### config.mk
export PLATFORM = sky130hd
export DESIGN_NAME = wb_arbiter_flat
export DESIGN_NICKNAME = d
export VERILOG_FILES = /design/src/rtl/wb_pkg.sv /design/src/rtl/wb4_if.sv /design/src/rtl/rr_pick2.sv /design/src/rtl/wb_arbiter.sv /design/src/flat_wrapper.sv
export SDC_FILE = /design/constraint.sdc
export NUM_CORES = 1
export LEC_CHECK = 0
export ABC_AREA = 1
export CAP_MARGIN = 20
export CORE_AREA = 2 2 117 119
export CTS_CLUSTER_DIAMETER = 40
export DETAILED_ROUTE_END_ITERATION = 16
export DIE_AREA = 0 0 119 121
export GPL_ROUTABILITY_DRIVEN = 1
export PLACE_DENSITY = 0.63
export SLEW_MARGIN = 10
export SYNTH_ARGS = -nofsm -noshare
export SYNTH_HDL_FRONTEND = slang
export SYNTH_SLANG_ARGS = --single-unit
### constraint.sdc
create_clock -name clk -period 2 [get_ports clk]
set_input_delay 0.4 -clock clk [delete_from_list [all_inputs] [get_ports clk]]
set_output_delay 0.4 -clock clk [all_outputs]
set_load 0.02 [all_outputs]
### src/rtl/wb_pkg.sv
// Shared types and constants for the two-master Wishbone arbiter.
package wb_pkg;
  localparam int unsigned WB_ADDR_W       = 32;
  localparam logic [31:0] WB_TIMEOUT_DATA = 32'hDEADBEEF;

  typedef enum logic [1:0] {
    IDLE = 2'd0,
    GNT0 = 2'd1,
    GNT1 = 2'd2
  } arb_state_t;
endpackage

### src/rtl/wb4_if.sv
// Wishbone B4 classic bus bundle; master drives ADR/DAT_O/WE/CYC/STB, slave returns DAT_I/ACK.
interface wb4_if;
  import wb_pkg::*;

  logic [WB_ADDR_W-1:0] adr;
  logic [31:0]          dat_o;
  logic [31:0]          dat_i;
  logic                 we;
  logic                 cyc;
  logic                 stb;
  logic                 ack;

  modport master (output adr, dat_o, we, cyc, stb, input dat_i, ack);
  modport slave  (input adr, dat_o, we, cyc, stb, output dat_i, ack);
endinterface

### src/rtl/rr_pick2.sv
// Two-way round-robin pick: a lone request wins, a tie goes to the master not granted last.
module rr_pick2 (
  input  logic [1:0] req,
  input  logic       last,
  output logic       sel
);
  always_comb begin
    sel = 1'b0;
    case (req)
      2'b10:   sel = 1'b1;
      2'b11:   sel = ~last;
      default: sel = 1'b0;
    endcase
  end
endmodule

### src/rtl/wb_arbiter.sv
// Two-master Wishbone arbiter, round-robin on ties, no preemption.
// Optional ACK watchdog enabled by defining WB_ARB_TIMEOUT_EN.
module wb_arbiter
  import wb_pkg::*;
#(
  parameter int unsigned TIMEOUT_CYCLES = 255
) (
  input  logic       clk,
  input  logic       rst,
  wb4_if.slave       m0,
  wb4_if.slave       m1,
  wb4_if.master      bus,
  output logic [1:0] gnt,
  output logic       timeout_o
);

  if (TIMEOUT_CYCLES < 8 || TIMEOUT_CYCLES > 1023) begin : g_bad_cfg
    $error("wb_arbiter: TIMEOUT_CYCLES must be within 8..1023");
  end

  arb_state_t r_state;
  arb_state_t w_nxt;
  logic       r_last;
  logic [1:0] w_req;
  logic       w_sel;
  logic       w_stb_own;
  logic       w_force;

  assign w_req = {m1.cyc, m0.cyc};

  rr_pick2 u_pick (
    .req  (w_req),
    .last (r_last),
    .sel  (w_sel)
  );

  always_comb begin
    w_nxt = r_state;
    case (r_state)
      IDLE:    if (|w_req) w_nxt = w_sel ? GNT1 : GNT0;
      GNT0:    if (!m0.cyc) w_nxt = m1.cyc ? GNT1 : IDLE;
      GNT1:    if (!m1.cyc) w_nxt = m0.cyc ? GNT0 : IDLE;
      default: w_nxt = IDLE;
    endcase
  end

  // r_last: 0 = m0 granted last, 1 = m1; reset to m1 so m0 wins the first tie
  always_ff @(posedge clk or negedge rst) begin
    if (!rst) begin
      r_state <= IDLE;
      r_last  <= 1'b1;
    end else begin
      r_state <= w_nxt;
      if (w_nxt != r_state && w_nxt != IDLE) r_last <= (w_nxt == GNT1);
    end
  end

  assign gnt       = {r_state == GNT1, r_state == GNT0};
  assign w_stb_own = ((r_state == GNT0) && m0.stb) || ((r_state == GNT1) && m1.stb);

`ifdef WB_ARB_TIMEOUT_EN
  localparam logic [9:0] LP_LIMIT = 10'(TIMEOUT_CYCLES - 1);
  logic [9:0] r_wait;

  assign w_force = w_stb_own && !bus.ack && (r_wait == LP_LIMIT);

  always_ff @(posedge clk or negedge rst) begin
    if (!rst) begin
      r_wait <= '0;
    end else if (w_nxt != r_state || r_state == IDLE || bus.ack || w_force) begin
      r_wait <= '0;
    end else if (w_stb_own) begin
      r_wait <= r_wait + 10'd1;
    end
  end
`else
  assign w_force = 1'b0;
`endif

  assign timeout_o = w_force;

  // Forced completion hides STB from the slave and answers the owner locally
  always_comb begin
    bus.adr   = '0;
    bus.dat_o = '0;
    bus.we    = 1'b0;
    bus.cyc   = 1'b0;
    bus.stb   = 1'b0;
    m0.ack    = 1'b0;
    m0.dat_i  = '0;
    m1.ack    = 1'b0;
    m1.dat_i  = '0;
    case (r_state)
      GNT0: begin
        bus.adr   = m0.adr;
        bus.dat_o = m0.dat_o;
        bus.we    = m0.we;
        bus.cyc   = m0.cyc;
        bus.stb   = m0.stb & ~w_force;
        m0.ack    = bus.ack | w_force;
        m0.dat_i  = w_force ? WB_TIMEOUT_DATA : bus.dat_i;
      end
      GNT1: begin
        bus.adr   = m1.adr;
        bus.dat_o = m1.dat_o;
        bus.we    = m1.we;
        bus.cyc   = m1.cyc;
        bus.stb   = m1.stb & ~w_force;
        m1.ack    = bus.ack | w_force;
        m1.dat_i  = w_force ? WB_TIMEOUT_DATA : bus.dat_i;
      end
      default: ;
    endcase
  end

endmodule

### src/flat_wrapper.sv
// flat-port wrapper written by rule: the top's interface ports become plain ports
module wb_arbiter_flat import wb_pkg::*;
#(
  parameter int unsigned TIMEOUT_CYCLES = 255
)
  (clk, rst, gnt, timeout_o, m0_adr, m0_dat_o, m0_we, m0_cyc, m0_stb, m0_dat_i, m0_ack, m1_adr, m1_dat_o, m1_we, m1_cyc, m1_stb, m1_dat_i, m1_ack, bus_adr, bus_dat_o, bus_we, bus_cyc, bus_stb, bus_dat_i, bus_ack);
  wb4_if m0_i ();
  wb4_if m1_i ();
  wb4_if bus_i ();
  input  logic clk;
  input  logic rst;
  output logic [1:0] gnt;
  output logic timeout_o;
  input wire logic [$bits(m0_i.adr)-1:0] m0_adr;
  input wire logic [$bits(m0_i.dat_o)-1:0] m0_dat_o;
  input wire logic [$bits(m0_i.we)-1:0] m0_we;
  input wire logic [$bits(m0_i.cyc)-1:0] m0_cyc;
  input wire logic [$bits(m0_i.stb)-1:0] m0_stb;
  output wire logic [$bits(m0_i.dat_i)-1:0] m0_dat_i;
  output wire logic [$bits(m0_i.ack)-1:0] m0_ack;
  input wire logic [$bits(m1_i.adr)-1:0] m1_adr;
  input wire logic [$bits(m1_i.dat_o)-1:0] m1_dat_o;
  input wire logic [$bits(m1_i.we)-1:0] m1_we;
  input wire logic [$bits(m1_i.cyc)-1:0] m1_cyc;
  input wire logic [$bits(m1_i.stb)-1:0] m1_stb;
  output wire logic [$bits(m1_i.dat_i)-1:0] m1_dat_i;
  output wire logic [$bits(m1_i.ack)-1:0] m1_ack;
  output wire logic [$bits(bus_i.adr)-1:0] bus_adr;
  output wire logic [$bits(bus_i.dat_o)-1:0] bus_dat_o;
  output wire logic [$bits(bus_i.we)-1:0] bus_we;
  output wire logic [$bits(bus_i.cyc)-1:0] bus_cyc;
  output wire logic [$bits(bus_i.stb)-1:0] bus_stb;
  input wire logic [$bits(bus_i.dat_i)-1:0] bus_dat_i;
  input wire logic [$bits(bus_i.ack)-1:0] bus_ack;
  assign m0_i.adr = m0_adr;
  assign m0_i.dat_o = m0_dat_o;
  assign m0_i.we = m0_we;
  assign m0_i.cyc = m0_cyc;
  assign m0_i.stb = m0_stb;
  assign m0_dat_i = m0_i.dat_i;
  assign m0_ack = m0_i.ack;
  assign m1_i.adr = m1_adr;
  assign m1_i.dat_o = m1_dat_o;
  assign m1_i.we = m1_we;
  assign m1_i.cyc = m1_cyc;
  assign m1_i.stb = m1_stb;
  assign m1_dat_i = m1_i.dat_i;
  assign m1_ack = m1_i.ack;
  assign bus_adr = bus_i.adr;
  assign bus_dat_o = bus_i.dat_o;
  assign bus_we = bus_i.we;
  assign bus_cyc = bus_i.cyc;
  assign bus_stb = bus_i.stb;
  assign bus_i.dat_i = bus_dat_i;
  assign bus_i.ack = bus_ack;
  wb_arbiter #(.TIMEOUT_CYCLES(TIMEOUT_CYCLES)) u_core (.clk(clk), .rst(rst), .m0(m0_i), .m1(m1_i), .bus(bus_i), .gnt(gnt), .timeout_o(timeout_o));
endmodule
==> metrics.md, run 1 <==
| Metric | Value |
|---|---|
| RSZ-0062 raised after global routing | `yes` |
| Critical path type | `flop to output pin` |
| CTS tree | `built` |
| Slew Limit Fails | `0` |
| Gr ovfl total | `0` |
| Commonest non-fill, non-tap cell in the layout | `nand2_1` |
| Largest family of logic cells by synthesized area | `simple AND/OR/NAND/NOR gates` |
| Clock Path Buffers | `2` |
| Nets | `895` |
| Worst setup path start | `u_core.r_state[0]` |
| Mux cell area share after synthesis | `0` |
| Syn. warnings | `0` |
| Synth-to-layout area growth | `188%` |
| Post-synth cell types | `17` |
| Placement Setup Slack | `-214 ps` |
| Synth Area in Adders | `0.0284` |
| Die ar. | `14400 um2` |
| Final core occ | `0.389` |
| Root buf cell | `clkbuf_16` |
| Initial antenna violation count | `0` |
| Crit. End Element | `output pin` |
| CP Data Required Time | `1600 ps` |
| Post-CTS Hold Buffers | `0` |
| Critical Path AT | `1580 ps` |
| Initial DRC Count | `57` |
| Placement Rows | `42` |
| R2R Path End | `u_core.r_last` |
| Final worst slack | `24.4 ps` |
| Syn avg cell area | `4.27 um2` |
| I/O Pins | `305` |
| Cell area after synthesis | `1760 um2` |
| Final Wtd Congestion | `0.769` |
| Post-synthesis xor/xnor area fraction | `0` |
| First-pass GRT wire length | `16400 um` |
| Crit Path Max Fanout | `15` |
| CTS Sinks | `3` |
| Total Power | `6.02 mW` |
| Synth Area in Compound Gates | `0.204` |
| Worst Setup EP | `m0_dat_i[7]` |
| Final min period | `1980 ps` |
| Number of global-route vias before repair | `3359` |
| Largest net degree at the start of global routing | `40` |
| Power density cells | `1180 nW/um2` |
| First-pass DRT Iterations | `4` |
| Final count of hold timing violations | `0` |
| Gr usage total | `0.138` |
| Reg2reg setup slack | `180 ps` |
| Via count | `3511` |
| Layout cells sized above 1 | `0.327` |
| Initial Utilization | `0.135` |
| Sequential-to-total area share from yosys stat | `0.0433` |
| Antenna diode count | `0` |
| Part of the cycle the worst path needs | `0.988` |
| Leakage | `2.71 nW` |
| Yosys reg bits | `3` |
| Post-Syn Nets | `586` |
| Reg2reg path depth | `14` |
| H-tree Lvls | `1` |
| Ys flop type | `dfrtp_1` |
| Post-placement cell area | `5440 um2` |
| Simple-gate share of the synthesized area | `0.489` |
| TritonCTS Buffers | `3` |
| Setup TNS Final | `0 ps` |
| WL/cell | `12.8 um` |
| Outcome | `complete, no violations` |
| Final wirelength | `11500 um` |
| Number of buffers added on ports | `303` |
| Detailed placement HPWL | `8900 um` |
| Skew-Pair Late Insertion Delay | `220 ps` |
| DRC | `0` |
| Chip height | `121 um` |
| Most frequent cells in the layout | `nand2_1, clkdlybuf4s50_1, buf_2, inv_1, a21oi_2` |
| Largest vdd supply drop | `0.000597 V` |
| Vias per cell | `3.91` |
| Post-Synthesis Cells | `413` |
| Number of setup violations in the final report | `0` |
| HP Class | `primary input to asynchronous set/reset pin` |
| EDFF count, synth | `0` |
| Antenna Violating Nets Remaining | `0` |
| R2r startpoint | `u_core.r_state[0]` |
| Clk_skew | `0.400 ps` |
| Area of all placed cells without fillers | `5090 um2` |
| CP Launch Type | `flop` |
| Async set or reset register ratio after synthesis | `1.00` |
| Core Area | `13100 um2` |
| Max_cap viols | `0` |
| Die X | `119 um` |
| Fmax | `0.506 GHz` |
| Clock-pin slew on the worst setup and hold paths | `30 ps` |
registers in the layout, summed over array words and instances (netlist names):
signal,flops
u_core.r_last,1
u_core.r_state,2
cell families (layout without fill, tap and decap cells):
kind of cell,after synthesis,count (layout)
other cells,1,1
buf+inv,106,414
simple gates,228,228
flops,3,3
fa+ha+maj,4,4
compound gates,71,71
power breakdown:
part           internal [mW]  switching [mW]
logic                   2.21            3.37
registers             0.0981          0.0178
clock network          0.263          0.0573
per-stage QoR:
step / hold WS, ps / cells
after floorplan: 104 / 413
after global placement: 461 / 888
after detailed placement: 459 / 888
after CTS: 354 / 895
after global routing: 370 / 897
final: 358 / 897
synth_stat cells, types with 2 or more instances:
cell type	number	area [um2]
dfrtp_1	2	50.1
buf_4	2	15.0
buf_2	5	25.0
clkbuf_1	18	67.6
buf_1	5	18.8
a21oi_1	68	340
ha_1	4	50.1
nand2_1	222	833
nand3_1	5	25.0
inv_1	75	282
routing by layer:
metal  global-route usage  part of all wire  vias to the layer above
met1                0.151              0.38                     1482
met2                0.265              0.52                      180
met3               0.0352             0.084                       14
met5                    0                 0                        -
li1                     -                 -                     1835
met4               0.0313             0.014                        0
layout make-up:
class / count / area, um2
fill: 1435 / 8000
timing repair buffer: 334 / 2870
multi-input combinational: 304 / 1550
inverter: 76 / 288
tap: 176 / 220
clock buffer: 4 / 78.8
sequential: 3 / 76.3
worst max-delay path, stage by stage, from the launching register on:
cell	delay (ps)
dfrtp_1	390
buf_6	140
ha_4	190
buf_8	160
buf_4	130
nand2_1	50
inv_1	40
clkdlybuf4s15_2	250
what timing repair did:
item	4_1_cts	5_1_grt
pin swaps	2	3
endpoints found under the setup margin	135	106
buffers inserted	2	0
gates cloned	1	4
gates resized for setup	450	76
how the worst min path moves through the flow:
stage | slack, ps | cells after the start | startpoint | endpoint
after floorplan | 100 | 0 | rst | u_core.r_state[0]
after detailed placement | 460 | 2 | u_core.r_last | u_core.r_last
after global routing | 370 | 1 | rst | u_core.r_state[0]
final | 360 | 1 | rst | u_core.r_state[0]
after global placement | 460 | 2 | u_core.r_last | u_core.r_last
after CTS | 350 | 1 | rst | u_core.r_state[0]
Power figures use the tool's default switching activity.
==> run 2: changes to the inputs <==
--- a/config.mk
+++ b/config.mk
@@ -5,7 +5,6 @@
 export SDC_FILE = /design/constraint.sdc
 export NUM_CORES = 1
 export LEC_CHECK = 0
-export ABC_AREA = 1
 export CAP_MARGIN = 20
 export CORE_AREA = 2 2 117 119
 export CTS_CLUSTER_DIAMETER = 40
@@ -13,6 +12,7 @@
 export DIE_AREA = 0 0 119 121
 export GPL_ROUTABILITY_DRIVEN = 1
 export PLACE_DENSITY = 0.63
+export REMOVE_ABC_BUFFERS = 1
 export SLEW_MARGIN = 10
 export SYNTH_ARGS = -nofsm -noshare
 export SYNTH_HDL_FRONTEND = slang
==> metrics.md, run 2 <==
| Metric | Value |
|---|---|
| Placed cell count | `738 (-17%)` |
| Layout cells sized above 1 | `0.545 (+0.218)` |
| Number of setup violations in the final report | `92 (+92)` |
| Total Power | `9.06 mW (+50%)` |
| Via count | `3546 (+1.0%)` |
| Placement Rows | `42 (unchanged)` |
| WL/cell | `19.7 um (+54%)` |
| Critical Path AT | `1760 ps (+180 ps)` |
| Fmax | `0.463 GHz (-8.5%)` |
| Synth-to-layout area growth | `273%` |
| I/O Pins | `305 (unchanged)` |
| Setup TNS Final | `-5260 ps (-5260 ps)` |
| Most frequent cells in the layout | `clkdlybuf4s50_1, buf_4, buf_6, a22oi_2, nor2b_1` |
| Top flop regs | `u_core.r_state (2), u_core.r_last (1)` |
| Fin Hold WS | `365 ps (+6.84 ps)` |
| Post-synth cell types | `26 (+9)` |
| Vias per cell | `4.45 (+14%)` |
| Antenna diode count | `0 (unchanged)` |
| Part of the cycle the worst path needs | `1.08 (+0.0915)` |
| Post-route insts no fill | `796 (-11%)` |
| CTS tree | `built` |
| Outcome | `finished, violations left` |
| Crit. End Element | `output pin` |
| CP max-delay cell | `dfrtp_1` |
| Core Area | `13100 um2 (unchanged)` |
| CP Data Required Time | `1600 ps (about the same)` |
| Slew Limit Fails | `0 (unchanged)` |
| Clock-pin slew on the worst setup and hold paths | `30 ps (about the same)` |
| Die X | `119 um (unchanged)` |
| Largest net degree at the start of global routing | `26 (-35%)` |
| Power density cells | `1380 nW/um2 (+16%)` |
| DRC | `0 (unchanged)` |
| Biggest register | `u_core.r_state` |
| Gr ovfl total | `0 (unchanged)` |
| Largest register FFs | `2 (unchanged)` |
| Nets | `794 (-11%)` |
| Final Wtd Congestion | `0.825 (+7.3%)` |
| Final core occ | `0.502 (+0.114)` |
| Post-Synthesis Cells | `267 (-35%)` |
| Post-CTS Hold Buffers | `0 (unchanged)` |
| First-pass DRT Iterations | `6 (+2)` |
| Detailed placement HPWL | `9330 um (+4.9%)` |
| Post-placement cell area | `5160 um2 (-5.1%)` |
| Syn. warnings | `0 (unchanged)` |
| Crit-path max cell delay | `410 ps (+20 ps)` |
| Antenna Violating Nets Remaining | `0 (unchanged)` |
| Async set or reset register ratio after synthesis | `1.00 (unchanged)` |
| Synth area leader | `a22oi_1` |
| Crit-path cells | `buf_6, ha_4, buf_12, buf_16, buf_8, a22oi_2, nor2b_1, buf_4` |
| Worst path bufs/invs | `5 (unchanged)` |
| Crit Path Max Fanout | `7 (-8)` |
| EDFF count, synth | `0 (unchanged)` |
| Leakage | `2.72 nW (about the same)` |
| Largest delay contributor family on the critical path | `buffers and inverters` |
| TritonCTS Buffers | `3 (unchanged)` |
| Area of all placed cells without fillers | `6570 um2 (+29%)` |
| Number of buffers added on ports | `303 (unchanged)` |
| Placement Setup Slack | `-307 ps (-93.4 ps)` |
| Initial Utilization | `0.135 (-0.000287)` |
| Skew-Pair Late Insertion Delay | `230 ps (about the same)` |
| Violated checks | `negative setup slack` |
| First-pass GRT wire length | `20000 um (+21%)` |
| Count leader, synth | `nor2b_1` |
| Final count of hold timing violations | `0 (unchanged)` |
| Critical path type | `flop to output pin` |
| Die ar. | `14400 um2 (unchanged)` |
| Max_cap viols | `0 (unchanged)` |
| Sequential-to-total area share from yosys stat | `0.0434 (+0.0000922)` |
| Chip height | `121 um (unchanged)` |
| Number of global-route vias before repair | `3532 (+5.2%)` |
| H-tree Lvls | `1 (unchanged)` |
| Root buf cell | `clkbuf_16` |
| CTS Sinks | `3 (unchanged)` |
| Yosys reg bits | `3 (unchanged)` |
| Clk_skew | `2.62 ps (+2.22 ps)` |
| HP Class | `primary input to asynchronous set/reset pin` |
| Synth top area cells | `a22oi_1, nor2b_1, and2_1` |
| Syn avg cell area | `6.59 um2 (+54%)` |
| Initial DRC Count | `106 (+86%)` |
| Largest vdd supply drop | `0.000530 V (-11%)` |
| Commonest non-fill, non-tap cell in the layout | `clkdlybuf4s50_1` |
| Gr usage total | `0.177 (+0.0391)` |
| Ys flop type | `dfrtp_1` |
| Post-synth top area share | `0.286 (-0.187)` |
| Cell area after synthesis | `1760 um2 (-0.21%)` |
| CP Launch Type | `flop` |
| Final min period | `2160 ps (+183 ps)` |
| Initial antenna violation count | `0 (unchanged)` |
| Final worst slack | `-159 ps (-183 ps)` |
| RSZ-0062 raised after global routing | `yes` |
| Final wirelength | `15700 um (+37%)` |
| Clock Path Buffers | `2 (unchanged)` |
| Commonest cells post-synth | `nor2b_1, a22oi_1, and2_1` |
[run 2: layout make-up]
cell class / instances / area [um2]
Sequential cell: 3 / 76.3
Inverter: 4 / 15.0
Fill cell: 1198 / 6510
Timing Repair Buffer: 379 / 4070
Tap cell: 176 / 220
Multi-Input combinational cell: 230 / 2110
Clock buffer: 4 / 78.8
[run 2: logic make-up (layout without fill, tap and decap cells)]
logic type      count (synthesis)  in the layout  share of synthesized area
simple gates                  150            150                      0.527
compound gates                 74             74                      0.316
buf+inv                        34            387                     0.0746
fa+ha+maj                       4              4                     0.0284
flops                           3              3                     0.0434
other cells                     1              1                    0.00213
mux                             1              1                    0.00853
[run 2: power by group]
part           internal (mW)  switching [mW]
combinational           4.75            3.86
clock                  0.263          0.0577
sequential            0.0994          0.0349
[run 2: final timing paths]
kind / start / end / slack [ps] / depth (start not counted)
min in group clk: u_core.r_last / u_core.r_last / 560 / 2
hold reg to reg: u_core.r_last / u_core.r_last / 560 / 2
setup reg to reg: u_core.r_state[1] / u_core.r_last / -140 / 9
setup / recovery: u_core.r_state[1] / bus_adr[4] / -160 / 8
hold / removal: rst / u_core.r_state[1] / 370 / 1
max in group asynchronous: rst / u_core.r_last / 1410 / 1
[run 2: repair_timing]
action                     4_1_cts  5_1_grt
resized for setup              612      257
setup endpoints to repair      135      131
pin swaps                       10       41
gates cloned                    12       13
setup buffers                   16       20
[run 2: worst register-to-register path: cells and delay by family (launching register included)]
family	cells	cell delay [ps]
adder cells (fa/ha/maj)	1	200
AO/OA/AOI/OAI	2	270
buffers and inverters	3	430
flip-flops	1	410
AND/OR/NAND/NOR	3	760
[run 2: routing by layer]
metal  share of wire  vias up  global-route usage
met1            0.39     1689               0.205
met2            0.54      194               0.346
met5               0        -                   0
met4           0.018        0              0.0268
li1                -     1641                   -
met3           0.057       22              0.0277
